<file path="src/rtl/receiver_if.sv">
// Receiver bus interface: groups the upstream four-phase handshake
// (Request/rcvDataIn/Ack) and the downstream show-ahead FIFO port
// (Read/Valid/rcvDataOut/Count/Full).
// The slave modport is the receiver's view; the master modport is the
// view of whatever drives the sender and consumer sides.
interface receiver_if #(
    parameter int DEPTH = 4
);
    localparam int CNT_W  = $clog2(DEPTH) + 1;
    localparam int DATA_W = 16;

    logic              Request;
    logic [DATA_W-1:0] rcvDataIn;
    logic              Ack;
    logic              Read;
    logic              Valid;
    logic [DATA_W-1:0] rcvDataOut;
    logic [CNT_W-1:0]  Count;
    logic              Full;

    modport slave (
        input  Request,
        input  rcvDataIn,
        input  Read,
        output Ack,
        output Valid,
        output rcvDataOut,
        output Count,
        output Full
    );

    modport master (
        output Request,
        output rcvDataIn,
        output Read,
        input  Ack,
        input  Valid,
        input  rcvDataOut,
        input  Count,
        input  Full
    );
endinterface

</file>
<file path="src/rtl/receiver.sv">
// Four-phase handshake receiver feeding a show-ahead FIFO.
// An IDLE/ACK/WAIT_LOW state machine accepts one word per Request
// assertion and acknowledges it with a single-cycle registered Ack.
// Accepted words are queued in a DEPTH-word FIFO (power of two, 2..16)
// whose head is always visible on rcvDataOut.
// Optional feature: define RCV_WORDCNT_EN to add the 16-bit WordCount
// output counting pushes since reset (wraps at 16'hFFFF).
module receiver #(
    parameter int DEPTH = 4
) (
    input  logic        clk,
    input  logic        Reset,
    receiver_if.slave   bus
`ifdef RCV_WORDCNT_EN
    ,
    output logic [15:0] WordCount
`endif
);

    localparam int DATA_W = 16;
    localparam int PTR_W  = (DEPTH > 1) ? $clog2(DEPTH) : 1;
    localparam int CNT_W  = $clog2(DEPTH) + 1;

    typedef enum logic [1:0] {
        IDLE     = 2'd0,
        ACK      = 2'd1,
        WAIT_LOW = 2'd2
    } state_t;

    state_t             state_q;
    logic               ack_q;

    logic [PTR_W-1:0]   wr_ptr_q, wr_ptr_d;
    logic [PTR_W-1:0]   rd_ptr_q, rd_ptr_d;
    logic [CNT_W-1:0]   count_q,  count_d;
    logic [DATA_W-1:0]  mem_q [DEPTH];

    logic               full;
    logic               not_empty;
    logic               push;
    logic               pop;

    // Fullness is judged on the count held before the edge, so a Read in
    // the same cycle cannot open room for a push while Full is high.
    assign full      = (count_q == CNT_W'(DEPTH));
    assign not_empty = (count_q != '0);
    assign push      = (state_q == IDLE) && bus.Request && !full;
    assign pop       = bus.Read && not_empty;

    // Handshake sequencer: accept in IDLE, pulse Ack for one cycle, then
    // wait for the sender to drop Request so one assertion gives one push.
    always_ff @(posedge clk or negedge Reset) begin
        if (!Reset) begin
            state_q <= IDLE;
            ack_q   <= 1'b0;
        end else begin
            unique case (state_q)
                IDLE: begin
                    if (push) begin
                        state_q <= ACK;
                        ack_q   <= 1'b1;
                    end else begin
                        state_q <= IDLE;
                        ack_q   <= 1'b0;
                    end
                end
                ACK: begin
                    state_q <= WAIT_LOW;
                    ack_q   <= 1'b0;
                end
                WAIT_LOW: begin
                    ack_q <= 1'b0;
                    if (!bus.Request) begin
                        state_q <= IDLE;
                    end else begin
                        state_q <= WAIT_LOW;
                    end
                end
                default: begin
                    state_q <= IDLE;
                    ack_q   <= 1'b0;
                end
            endcase
        end
    end

    // Next pointer/occupancy values; pointers wrap naturally at DEPTH
    // because DEPTH is a power of two.
    always_comb begin
        wr_ptr_d = wr_ptr_q;
        rd_ptr_d = rd_ptr_q;
        count_d  = count_q;
        if (push) begin
            wr_ptr_d = wr_ptr_q + PTR_W'(1);
        end
        if (pop) begin
            rd_ptr_d = rd_ptr_q + PTR_W'(1);
        end
        unique case ({push, pop})
            2'b10:   count_d = count_q + CNT_W'(1);
            2'b01:   count_d = count_q - CNT_W'(1);
            default: count_d = count_q;
        endcase
    end

    // FIFO control state; reset discards all queued words.
    always_ff @(posedge clk or negedge Reset) begin
        if (!Reset) begin
            wr_ptr_q <= '0;
            rd_ptr_q <= '0;
            count_q  <= '0;
        end else begin
            wr_ptr_q <= wr_ptr_d;
            rd_ptr_q <= rd_ptr_d;
            count_q  <= count_d;
        end
    end

    // FIFO storage; contents are left untouched by reset.
    always_ff @(posedge clk) begin
        if (push) begin
            mem_q[wr_ptr_q] <= bus.rcvDataIn;
        end
    end

    assign bus.Ack        = ack_q;
    assign bus.Valid      = not_empty;
    assign bus.rcvDataOut = mem_q[rd_ptr_q];
    assign bus.Count      = count_q;
    assign bus.Full       = full;

`ifdef RCV_WORDCNT_EN
    logic [15:0] word_cnt_q, word_cnt_d;

    // Push tally; wraps from 16'hFFFF to zero.
    always_comb begin
        word_cnt_d = word_cnt_q;
        if (push) begin
            word_cnt_d = word_cnt_q + 16'd1;
        end
    end

    // Push tally register, cleared by reset.
    always_ff @(posedge clk or negedge Reset) begin
        if (!Reset) begin
            word_cnt_q <= '0;
        end else begin
            word_cnt_q <= word_cnt_d;
        end
    end

    assign WordCount = word_cnt_q;
`endif

    // Occupancy must stay within 0..DEPTH and Ack only appears in ACK.
    always_ff @(posedge clk) begin
        if (Reset) begin
            assert (count_q <= CNT_W'(DEPTH))
                else $error("receiver: count above DEPTH");
            assert (!ack_q || (state_q == ACK))
                else $error("receiver: Ack outside ACK state");
        end
    end

endmodule
</file>
<file path="src/flat_wrapper.sv">
// flat-port wrapper written by rule: the top's interface ports become plain ports
module receiver_flat 
#(
    parameter int DEPTH = 4
)
  (clk, Reset, bus_Request, bus_rcvDataIn, bus_Read, bus_Ack, bus_Valid, bus_rcvDataOut, bus_Count, bus_Full);
  receiver_if #(.DEPTH(DEPTH)) bus_i ();
  input  logic clk;
  input  logic Reset;
  input wire logic [$bits(bus_i.Request)-1:0] bus_Request;
  input wire logic [$bits(bus_i.rcvDataIn)-1:0] bus_rcvDataIn;
  input wire logic [$bits(bus_i.Read)-1:0] bus_Read;
  output wire logic [$bits(bus_i.Ack)-1:0] bus_Ack;
  output wire logic [$bits(bus_i.Valid)-1:0] bus_Valid;
  output wire logic [$bits(bus_i.rcvDataOut)-1:0] bus_rcvDataOut;
  output wire logic [$bits(bus_i.Count)-1:0] bus_Count;
  output wire logic [$bits(bus_i.Full)-1:0] bus_Full;
  assign bus_i.Request = bus_Request;
  assign bus_i.rcvDataIn = bus_rcvDataIn;
  assign bus_i.Read = bus_Read;
  assign bus_Ack = bus_i.Ack;
  assign bus_Valid = bus_i.Valid;
  assign bus_rcvDataOut = bus_i.rcvDataOut;
  assign bus_Count = bus_i.Count;
  assign bus_Full = bus_i.Full;
  receiver #(.DEPTH(DEPTH)) u_core (.clk(clk), .Reset(Reset), .bus(bus_i));
endmodule
</file>
<file path="config.mk">
export PLATFORM = sky130hd
export DESIGN_NAME = receiver_flat
export DESIGN_NICKNAME = d
export VERILOG_FILES = /design/src/rtl/receiver_if.sv /design/src/rtl/receiver.sv /design/src/flat_wrapper.sv
export SDC_FILE = /design/constraint.sdc
export NUM_CORES = 1
export LEC_CHECK = 0
export ABC_CLOCK_PERIOD_IN_PS = 4500
export CORE_ASPECT_RATIO = 2
export CORE_MARGIN = 3
export CORE_UTILIZATION = 45
export CTS_CLUSTER_DIAMETER = 80
export DETAILED_ROUTE_END_ITERATION = 10
export GPL_TIMING_DRIVEN = 0
export PLACE_DENSITY = 0.78
export SLEW_MARGIN = 20
export SYNTH_ARGS = -nofsm -noshare
export SYNTH_HDL_FRONTEND = slang
export SYNTH_SLANG_ARGS = --single-unit
</file>
<file path="constraint.sdc">
create_clock -name clk -period 4.5 [get_ports clk]
set_input_delay 0.9 -clock clk [delete_from_list [all_inputs] [get_ports clk]]
set_output_delay 0.9 -clock clk [all_outputs]
set_load 0.1 [all_outputs]
</file>
==> results of run 1 <==
cells by family (layout without fill, tap and decap cells):
family	Yosys count	count (layout)
flops	73	73
simple gates	10	10
xor+xnor	6	6
mux	18	18
fa+ha+maj	6	6
compound gates	2	2
buf+inv	11	67
cell type report:
type	instances	area, um2
Buffer	4	25.0
Fill cell	451	2440
Sequential cell	73	2150
Multi-Input combinational cell	42	622
Clock buffer	10	229
Clock inverter	5	47.5
Inverter	7	26.3
Tap cell	84	105
Timing Repair Buffer	41	410
registers in the layout (all words and copies together) (netlist names):
register          cells
u_core.mem_q         64
u_core.state_q        2
u_core.wr_ptr_q       2
u_core.rd_ptr_q       2
u_core.bus.Count      3
cell usage in the layout, fill, tap and decap left out, types with 2 or more instances in the layout:
cell              n
mux4_2           16
buf_2             2
and2_2            4
inv_1             7
clkdlybuf4s50_1  41
xnor2_1           3
buf_4             2
xor2_1            3
dfrtp_1           9
clkinv_1          2
clkinv_2          2
edfxtp_1         64
ha_1              5
clkbuf_16         9
through the flow:
step	area, um2	util, %	setup WS, ps
6_report	3610	59.6	944
5_1_grt	3610	59.6	813
4_1_cts	3610	59.6	898
3_5_place_dp	3340	55.1	1250
3_3_place_gp	3340	55.1	1290
2_1_floorplan	2820	-	786
worst max-delay path: cells and delay by family (launching register included):
kind     cells  cell delay [ps]
buf+inv      3             1470
flops        1              320
mux          1              530
worst min-delay path by stage:
stage                              from             endpoint  slack, ps  depth (start not counted)
global placement    u_core.bus.Count[2]  u_core.bus.Count[2]        510                          1
detailed placement    u_core.state_q[1]    u_core.state_q[0]        540                          1
CTS                   u_core.state_q[0]    u_core.state_q[0]        550                          1
finish                u_core.state_q[0]    u_core.state_q[0]        540                          1
floorplan             u_core.state_q[1]    u_core.state_q[0]        510                          1
global route        u_core.bus.Count[2]  u_core.bus.Count[2]        590                          1
layer usage:
metal / routed length, um / vias up / part of all wire [%] / GRT usage (%)
met1: 1690 / 689 / 35 / 15.8
met2: 2740 / 40 / 57 / 25.5
met3: 252 / 10 / 5.3 / 5.49
met4: 94 / 0 / 2.0 / 7.17
li1: - / 601 / - / -
met5: 0 / - / 0 / 0
==> flow_summary_export.csv, run 1 <==
group,metric,value,unit
run_status,status,"completed",
cells_and_area,fin_cells,266,
synth,synth_cells,126,
worst_setup_path,crit_slowest_cell,"clkdlybuf4s50_1",
cts,cts_hold_buf,0,
cts,insertion_delay,320,ps
route,drc,0,
worst_setup_path,rr_endpoint,"u_core.bus.Count[2]",
route,initialDrtViolationCount,33,
synth,synth_top_family_by_area,"multiplexers",
worst_setup_path,required,3600,ps
die,die_h,118,um
synth,yosys_register_bits,73,
run,drv_cap,0,
min_path,hold_class,"reg -> reg",
cells_and_area,area_growth_syn_to_layout,28.1,%
die,start_util,46.6,%
synth,synth_edf_count,64,
synth,yosys_warnings,0,
cells_and_area,antenna_cells,0,
cells_and_area,drive_gt1_share,22.5,%
synth,synthXorXnorAreaFrac,1.86,%
cts,cts-buffers-inserted,9,
timing,finClkSkew,3.93,ps
route,vias,1340,
timing,worst_hold_slack,544,ps
worst_setup_path,worst_path_most_repeated_cell,"buf_4",
placement,routabilityCongestion,0.656,
synth,ys_top_cells_by_count,"edfxtp_1, mux4_2, dfrtp_1",
global_route,grt-ovfl-total,0,
placement,place_inst,251,
timing,rsz0062_at_grt,"false",
timing,slew_viol_final,0,
route,routed_wl,4770,um
timing,setup_viol,0,
route,drtPass1Iterations,4,
synth,synthFlopType,"edfxtp_1",
timing,fin_crit_sh,79.0,%
die,pin_count,42,
synth,yosysTopAreaCellShare,68.1,%
die,rows,40,
timing,totalNegativeSetupSlack,0,ps
cts,path_clk_slew,50,ps
synth,synth_nets,152,
cts,cts_tree,"done",
worst_setup_path,reg2reg_depth,9,
worst_setup_path,crit_path_end,"bus_rcvDataOut[8]",
cts,root_buffer,"clkbuf_16",
global_route,grt_first_pass_wirelength,7780,um
cts,cts_resized,0,
global_route,track_usage,15.2,%
synth,synth_largest_area_cell,"edfxtp_1",
cells_and_area,final_nets,204,
synth,synthArstFlopShare,12.3,%
synth,synth_compound_area_share,0.532,%
synth,synthesis.area,2820,um2
cts,clk_path_buf_depth,2,
worst_setup_path,crit_chain,"buf_4, buf_4, mux4_2, clkdlybuf4s50_1",
synth,synth.most_common_cell,"edfxtp_1",
synth,synth_mux_area_share,13.7,%
worst_setup_path,crit_path_end_kind,"output pin",
worst_setup_path,r2r_slack,2380,ps
global_route,antenna_found_initial,0,
route,viasPerCell,5.04,
timing,fmax,281,MHz
timing,hold_viol_final,0,
synth,synthTopCellsByArea,"edfxtp_1, mux4_2, dfrtp_1, ha_1, and2_2",
cts,post_cts_buffers,0,
cts,htreeDepth,3,
placement,dpl.hpwl,3350,um
die,die_area,7310,um2
cts,cts_sinks,73,
timing,worst_pin_slew,993,ps
worst_setup_path,crit_path_start_kind,"flop",
worst_setup_path,cpPeakStageDelay,990,ps
global_route,grt_pass1_vias,1564,
worst_setup_path,path_max_fanout,10,
die,core_area,6060,um2
synth,yosysSeqAreaShare,76.1,%
worst_setup_path,cp.arrival,2660,ps
route,postRouteAntennaNets,0,
global_route,grt_max_degree,17,
synth,syn_avg_cell_area,22.4,um2
die,die_w,62.0,um
placement,io_buffers,41,
synth,ys_types,21,
timing,slew_headroom,33.6,%
synth,synthAdderAreaFrac,2.93,%
worst_setup_path,path_class,"reg -> out",
route,avgRoutedWirePerCell,17.9,um
timing,layout_min_cycle_time,3560,ps
worst_setup_path,r2r_start,"u_core.bus.Count[2]",
worst_setup_path,crit_start,"u_core.rd_ptr_q[0]",
synth,synthSimpleGateAreaFrac,3.06,%
Power of run 1 is not shown: default switching activity piles up to over one toggle a cycle in this logic, so the estimate is an artifact.
==> run 2: changes to the inputs <==
--- a/config.mk
+++ b/config.mk
@@ -5,14 +5,14 @@
 export SDC_FILE = /design/constraint.sdc
 export NUM_CORES = 1
 export LEC_CHECK = 0
-export ABC_CLOCK_PERIOD_IN_PS = 4500
+export ABC_CLOCK_PERIOD_IN_PS = 3130
 export CORE_ASPECT_RATIO = 2
 export CORE_MARGIN = 3
 export CORE_UTILIZATION = 45
 export CTS_CLUSTER_DIAMETER = 80
 export DETAILED_ROUTE_END_ITERATION = 10
 export GPL_TIMING_DRIVEN = 0
-export PLACE_DENSITY = 0.78
+export PLACE_DENSITY = 0.81
 export SLEW_MARGIN = 20
 export SYNTH_ARGS = -nofsm -noshare
 export SYNTH_HDL_FRONTEND = slang
==> constraint.sdc (replaced) <==
create_clock -name clk -period 3.13 [get_ports clk]
set_input_delay 0.626 -clock clk [delete_from_list [all_inputs] [get_ports clk]]
set_output_delay 0.626 -clock clk [all_outputs]
set_load 0.1 [all_outputs]
==> flow_summary_export.csv, run 2 (synthesis gave the netlist of run 1 again) <==
group,metric,value,unit
run_status,status,"completed",
cells_and_area,final_common_cell,"edfxtp_1",
route,drc,0,
worst_setup_path,cp.arrival,2370,ps
global_route,grt_max_degree,17,
placement,placed_area,3340,um2
cts,cts_hold_buf,0,
worst_setup_path,path_class,"reg -> out",
min_path,hold_path.startpoint,"u_core.bus.Count[2]",
route,avgRoutedWirePerCell,19.2,um
route,viasPerCell,5.07,
worst_setup_path,reg2reg_depth,9,
min_path,hold_class,"reg -> reg",
worst_setup_path,crit_path_start_kind,"flop",
cells_and_area,largest_reg_flops,64,
timing,slew_headroom,34.2,%
worst_setup_path,path_max_fanout,9,
cts,htreeDepth,3,
placement,dpl.hpwl,3650,um
worst_setup_path,crit_path_end_kind,"output pin",
global_route,grt_first_pass_wirelength,8020,um
route,routed_wl,5130,um
worst_setup_path,crit_slowest_cell,"clkdlybuf4s50_1",
timing,finClkSkew,5.68,ps
die,rows,40,
route,drtPass1Iterations,4,
route,initialDrtViolationCount,45,
worst_setup_path,rr_endpoint,"u_core.bus.Count[2]",
timing,hold_viol_final,0,
run,drv_cap,0,
placement,io_buffers,41,
route,vias,1355,
worst_setup_path,cpPeakStageDelay,980,ps
cells_and_area,layout_common_cells,"edfxtp_1, clkdlybuf4s50_1, mux4_2",
placement,routabilityCongestion,0.673,
cells_and_area,area_growth_syn_to_layout,29.5,%
die,core_area,6060,um2
die,die_h,118,um
cells_and_area,design_area,3650,um2
worst_setup_path,crit_chain,"buf_4, mux4_2, clkdlybuf4s50_1",
worst_setup_path,required,2500,ps
timing,fin_crit_sh,95.7,%
cts,cts_sinks,73,
die,die_area,7310,um2
cells_and_area,drive_gt1_share,24.6,%
global_route,grt_pass1_vias,1616,
global_route,grt-ovfl-total,0,
cells_and_area,regMostFlops,"u_core.mem_q",
min_path,holdPathEnd,"u_core.bus.Count[2]",
min_path,min_path_cells,1,
worst_setup_path,r2r_slack,990,ps
global_route,antenna_found_initial,0,
cts,cts-buffers-inserted,9,
route,postRouteAntennaNets,0,
die,pin_count,42,
timing,setup_viol,0,
worst_setup_path,r2r_start,"u_core.bus.Count[2]",
cells_and_area,final_nets,204,
timing,worst_pin_slew,983,ps
global_route,track_usage,15.8,%
cts,root_buffer,"clkbuf_16",
cts,insertion_delay,330,ps
timing,layout_min_cycle_time,2990,ps
cts,clk_path_buf_depth,2,
die,die_w,62.0,um
cells_and_area,antenna_cells,0,
timing,rsz0062_at_grt,"false",
timing,fmax,334,MHz
cts,path_clk_slew,60,ps
timing,totalNegativeSetupSlack,0,ps
cts,cts_tree,"done",
die,start_util,46.6,%
timing,slew_viol_final,0,
[run 2: cell count changes in the layout (fill, tap and decap cells not counted), sizes merged]
cell,previous run,this run
dlygate4sd2,0,9
clkbuf,10,9
clkinv,4,2
bufinv,1,2
clkinvlp,0,3
clkdlybuf4s50,41,32
[run 2: metrics by stage]
| stage | setup slack [ps] | hold slack (ps) | std cells | util, % |
|---|---|---|---|---|
| floorplan | 17.3 | 330 | 126 | - |
| global placement | 195 | 486 | 251 | 55.2 |
| detailed placement | 161 | 508 | 251 | 55.2 |
| CTS | 98.1 | 521 | 267 | 60.3 |
| global route | 38.8 | 533 | 267 | 60.3 |
| finish | 135 | 523 | 267 | 60.3 |
[run 2: repair_timing]
item                                    in CTS  in global routing
endpoints found under the setup margin       9                  0
resized for setup                            9                  0
buffers inserted                             0                  0
[run 2: area by class of cell]
cell class | instances | area, um2
multi-input combinational | 42 | 628
tap | 84 | 105
clock inverter | 7 | 95.1
sequential | 73 | 2150
buffer | 4 | 25.0
inverter | 7 | 26.3
fill | 441 | 2400
clock buffer | 9 | 225
timing repair buffer | 41 | 399
[run 2: layer usage]
metal | global-route usage (%) | part of all wire [%] | wire (um) | vias up
met2 | 28.0 | 60 | 3090 | 47
met3 | 4.28 | 4.6 | 236 | 7
met1 | 15.5 | 33 | 1710 | 692
met4 | 8.10 | 1.9 | 100 | 0
li1 | - | - | - | 609
met5 | 0 | 0 | 0 | -
[run 2: how the worst max path moves through the flow]
stage | start | to | slack [ps] | depth (start not counted)
6_report | u_core.rd_ptr_q[0] | bus_rcvDataOut[3] | 140 | 3
3_3_place_gp | u_core.rd_ptr_q[0] | bus_rcvDataOut[0] | 200 | 4
5_1_grt | u_core.rd_ptr_q[0] | bus_rcvDataOut[15] | 40 | 3
3_5_place_dp | u_core.rd_ptr_q[0] | bus_rcvDataOut[1] | 160 | 4
2_1_floorplan | u_core.bus.Count[0] | u_core.bus.Count[2] | 20 | 9
4_1_cts | u_core.rd_ptr_q[0] | bus_rcvDataOut[14] | 100 | 3
[run 2: worst max-delay path: cells and delay by family (launching register included)]
kind | cells | cell delay, ps
buffers and inverters | 2 | 1190
muxes | 1 | 530
DFF | 1 | 320
Power of run 2 is left out for the same reason.
==> run 3: changes to the inputs <==
--- a/config.mk
+++ b/config.mk
@@ -13,6 +13,7 @@
 export DETAILED_ROUTE_END_ITERATION = 10
 export GPL_TIMING_DRIVEN = 0
 export PLACE_DENSITY = 0.81
+export RECOVER_POWER = 100
 export SLEW_MARGIN = 20
 export SYNTH_ARGS = -nofsm -noshare
 export SYNTH_HDL_FRONTEND = slang
==> flow_summary_export.csv, run 3 (synthesis gave the netlist of run 1 again) <==
group,metric,value,unit
route,avgRoutedWirePerCell,19.2,um
worst_setup_path,crit_path_start_kind,"flop",
route,initialDrtViolationCount,34,
worst_setup_path,rr_endpoint,"u_core.mem_q[2][4]",
worst_setup_path,crit_path_end_kind,"output pin",
die,die_w,62.0,um
timing,fmax,334,MHz
global_route,grt_max_degree,17,
timing,finClkSkew,5.50,ps
timing,layout_min_cycle_time,2990,ps
cells_and_area,largest_reg_flops,64,
worst_setup_path,r2r_start,"u_core.bus.Count[2]",
cts,root_buffer,"clkbuf_16",
worst_setup_path,required,2500,ps
placement,routabilityCongestion,0.673,
cells_and_area,regMostFlops,"u_core.mem_q",
cells_and_area,antenna_cells,0,
run,drv_cap,0,
cts,insertion_delay,330,ps
global_route,antenna_found_initial,0,
cells_and_area,final_nets,204,
route,vias,1356,
worst_setup_path,path_max_fanout,9,
cts,cts-buffers-inserted,9,
min_path,hold_class,"reg -> reg",
timing,slew_viol_final,0,
placement,io_buffers,41,
route,top_layer,"met4",
worst_setup_path,crit_slowest_cell,"clkdlybuf4s50_1",
run_status,status,"completed",
cts,cts_resized,9,
worst_setup_path,crit_family,"buffers and inverters",
global_route,grt-ovfl-total,0,
route,drtPass1Iterations,4,
cells_and_area,drive_gt1_share,21.9,%
timing,worst_pin_slew,1240,ps
worst_setup_path,path_buf_inv,2,
worst_setup_path,r2r_slack,670,ps
worst_setup_path,reg2reg_depth,3,
timing,fin_crit_sh,95.7,%
route,wl_met3,216,um
timing,slew_headroom,17.6,%
timing,setup_viol,0,
global_route,grt_pass1_vias,1616,
worst_setup_path,cp.arrival,2370,ps
min_path,min_path_cells,1,
worst_setup_path,cpPeakStageDelay,980,ps
placement,dpl.hpwl,3650,um
route,drc,0,
route,wl_met2,3020,um
min_path,holdPathEnd,"u_core.bus.Count[2]",
die,die_area,7310,um2
global_route,track_usage,15.8,%
cts,path_clk_slew,60,ps
route,met1_length,1750,um
die,die_h,118,um
die,rows,40,
cts,cts_sinks,73,
route,postRouteAntennaNets,0,
worst_setup_path,crit_chain,"buf_4, mux4_2, clkdlybuf4s50_1",
route,viasPerCell,5.08,
die,pin_count,42,
min_path,hold_path.startpoint,"u_core.bus.Count[2]",
die,start_util,46.6,%
cts,clk_path_buf_depth,2,
worst_setup_path,path_class,"reg -> out",
cells_and_area,final_common_cell,"edfxtp_1",
timing,rsz0062_at_grt,"false",
cts,cts_tree,"done",
route,routed_wl,5120,um
die,core_area,6060,um2
cells_and_area,area_growth_syn_to_layout,27.6,%
cts,post_cts_buffers,0,
global_route,grt_first_pass_wirelength,8020,um
cts,cts_hold_buf,0,
cts,htreeDepth,3,
worst_setup_path,crit_start,"u_core.rd_ptr_q[0]",
timing,hold_viol_final,0,
timing,totalNegativeSetupSlack,0,ps
cells_and_area,layout_common_cells,"edfxtp_1, dlygate4sd3_1, mux4_2",
==> run 3: changes by cell type in the layout (fill, tap and decap cells not counted) <==
cell             previous run  this run
clkdlybuf4s50_1            32         7
dlygate4sd3_1               0        25
clkbuf_1                    0         9
dlygate4sd2_1               9         0
and2_0                      0         4
and2_2                      4         0
mux2_1                      0         1
mux2_4                      1         0
==> run 3: cell type report <==
class / count / area [um2]
fill: 450 / 2460
sequential: 73 / 2150
multi-input combinational: 42 / 619
timing repair buffer: 41 / 354
clock buffer: 9 / 225
tap: 84 / 105
clock inverter: 7 / 95.1
inverter: 7 / 26.3
buffer: 4 / 25.0
==> run 3: per-stage QoR <==
stage	cells	util, %	setup WS, ps	area, um2	hold slack (ps)
detailed placement	251	55.2	161	3340	508
floorplan	126	-	17.3	2830	330
CTS	267	60.3	98.1	3650	521
global route	267	59.4	38.8	3600	530
global placement	251	55.2	195	3340	486
finish	267	59.4	136	3600	520
==> run 3: worst max-delay path by stage <==
stage	end	slack [ps]	depth (start not counted)
after floorplan	u_core.bus.Count[2]	20	9
after global placement	bus_rcvDataOut[0]	200	4
after detailed placement	bus_rcvDataOut[1]	160	4
after CTS	bus_rcvDataOut[14]	100	3
after global routing	bus_rcvDataOut[15]	40	3
final	bus_rcvDataOut[3]	140	3
==> run 3: metal layers <==
layer	track usage (%)	vias up
li1	-	607
met2	28.0	45
met5	0	-
met4	8.10	0
met3	4.28	10
met1	15.5	694
==> run 3: worst register-to-register path, stage by stage, from the launching register on <==
cell	delay [ps]
dfrtp_2	440
nor3b_4	170
nor4b_4	430
and2_0	1020
Power of run 3 is left out for the same reason.
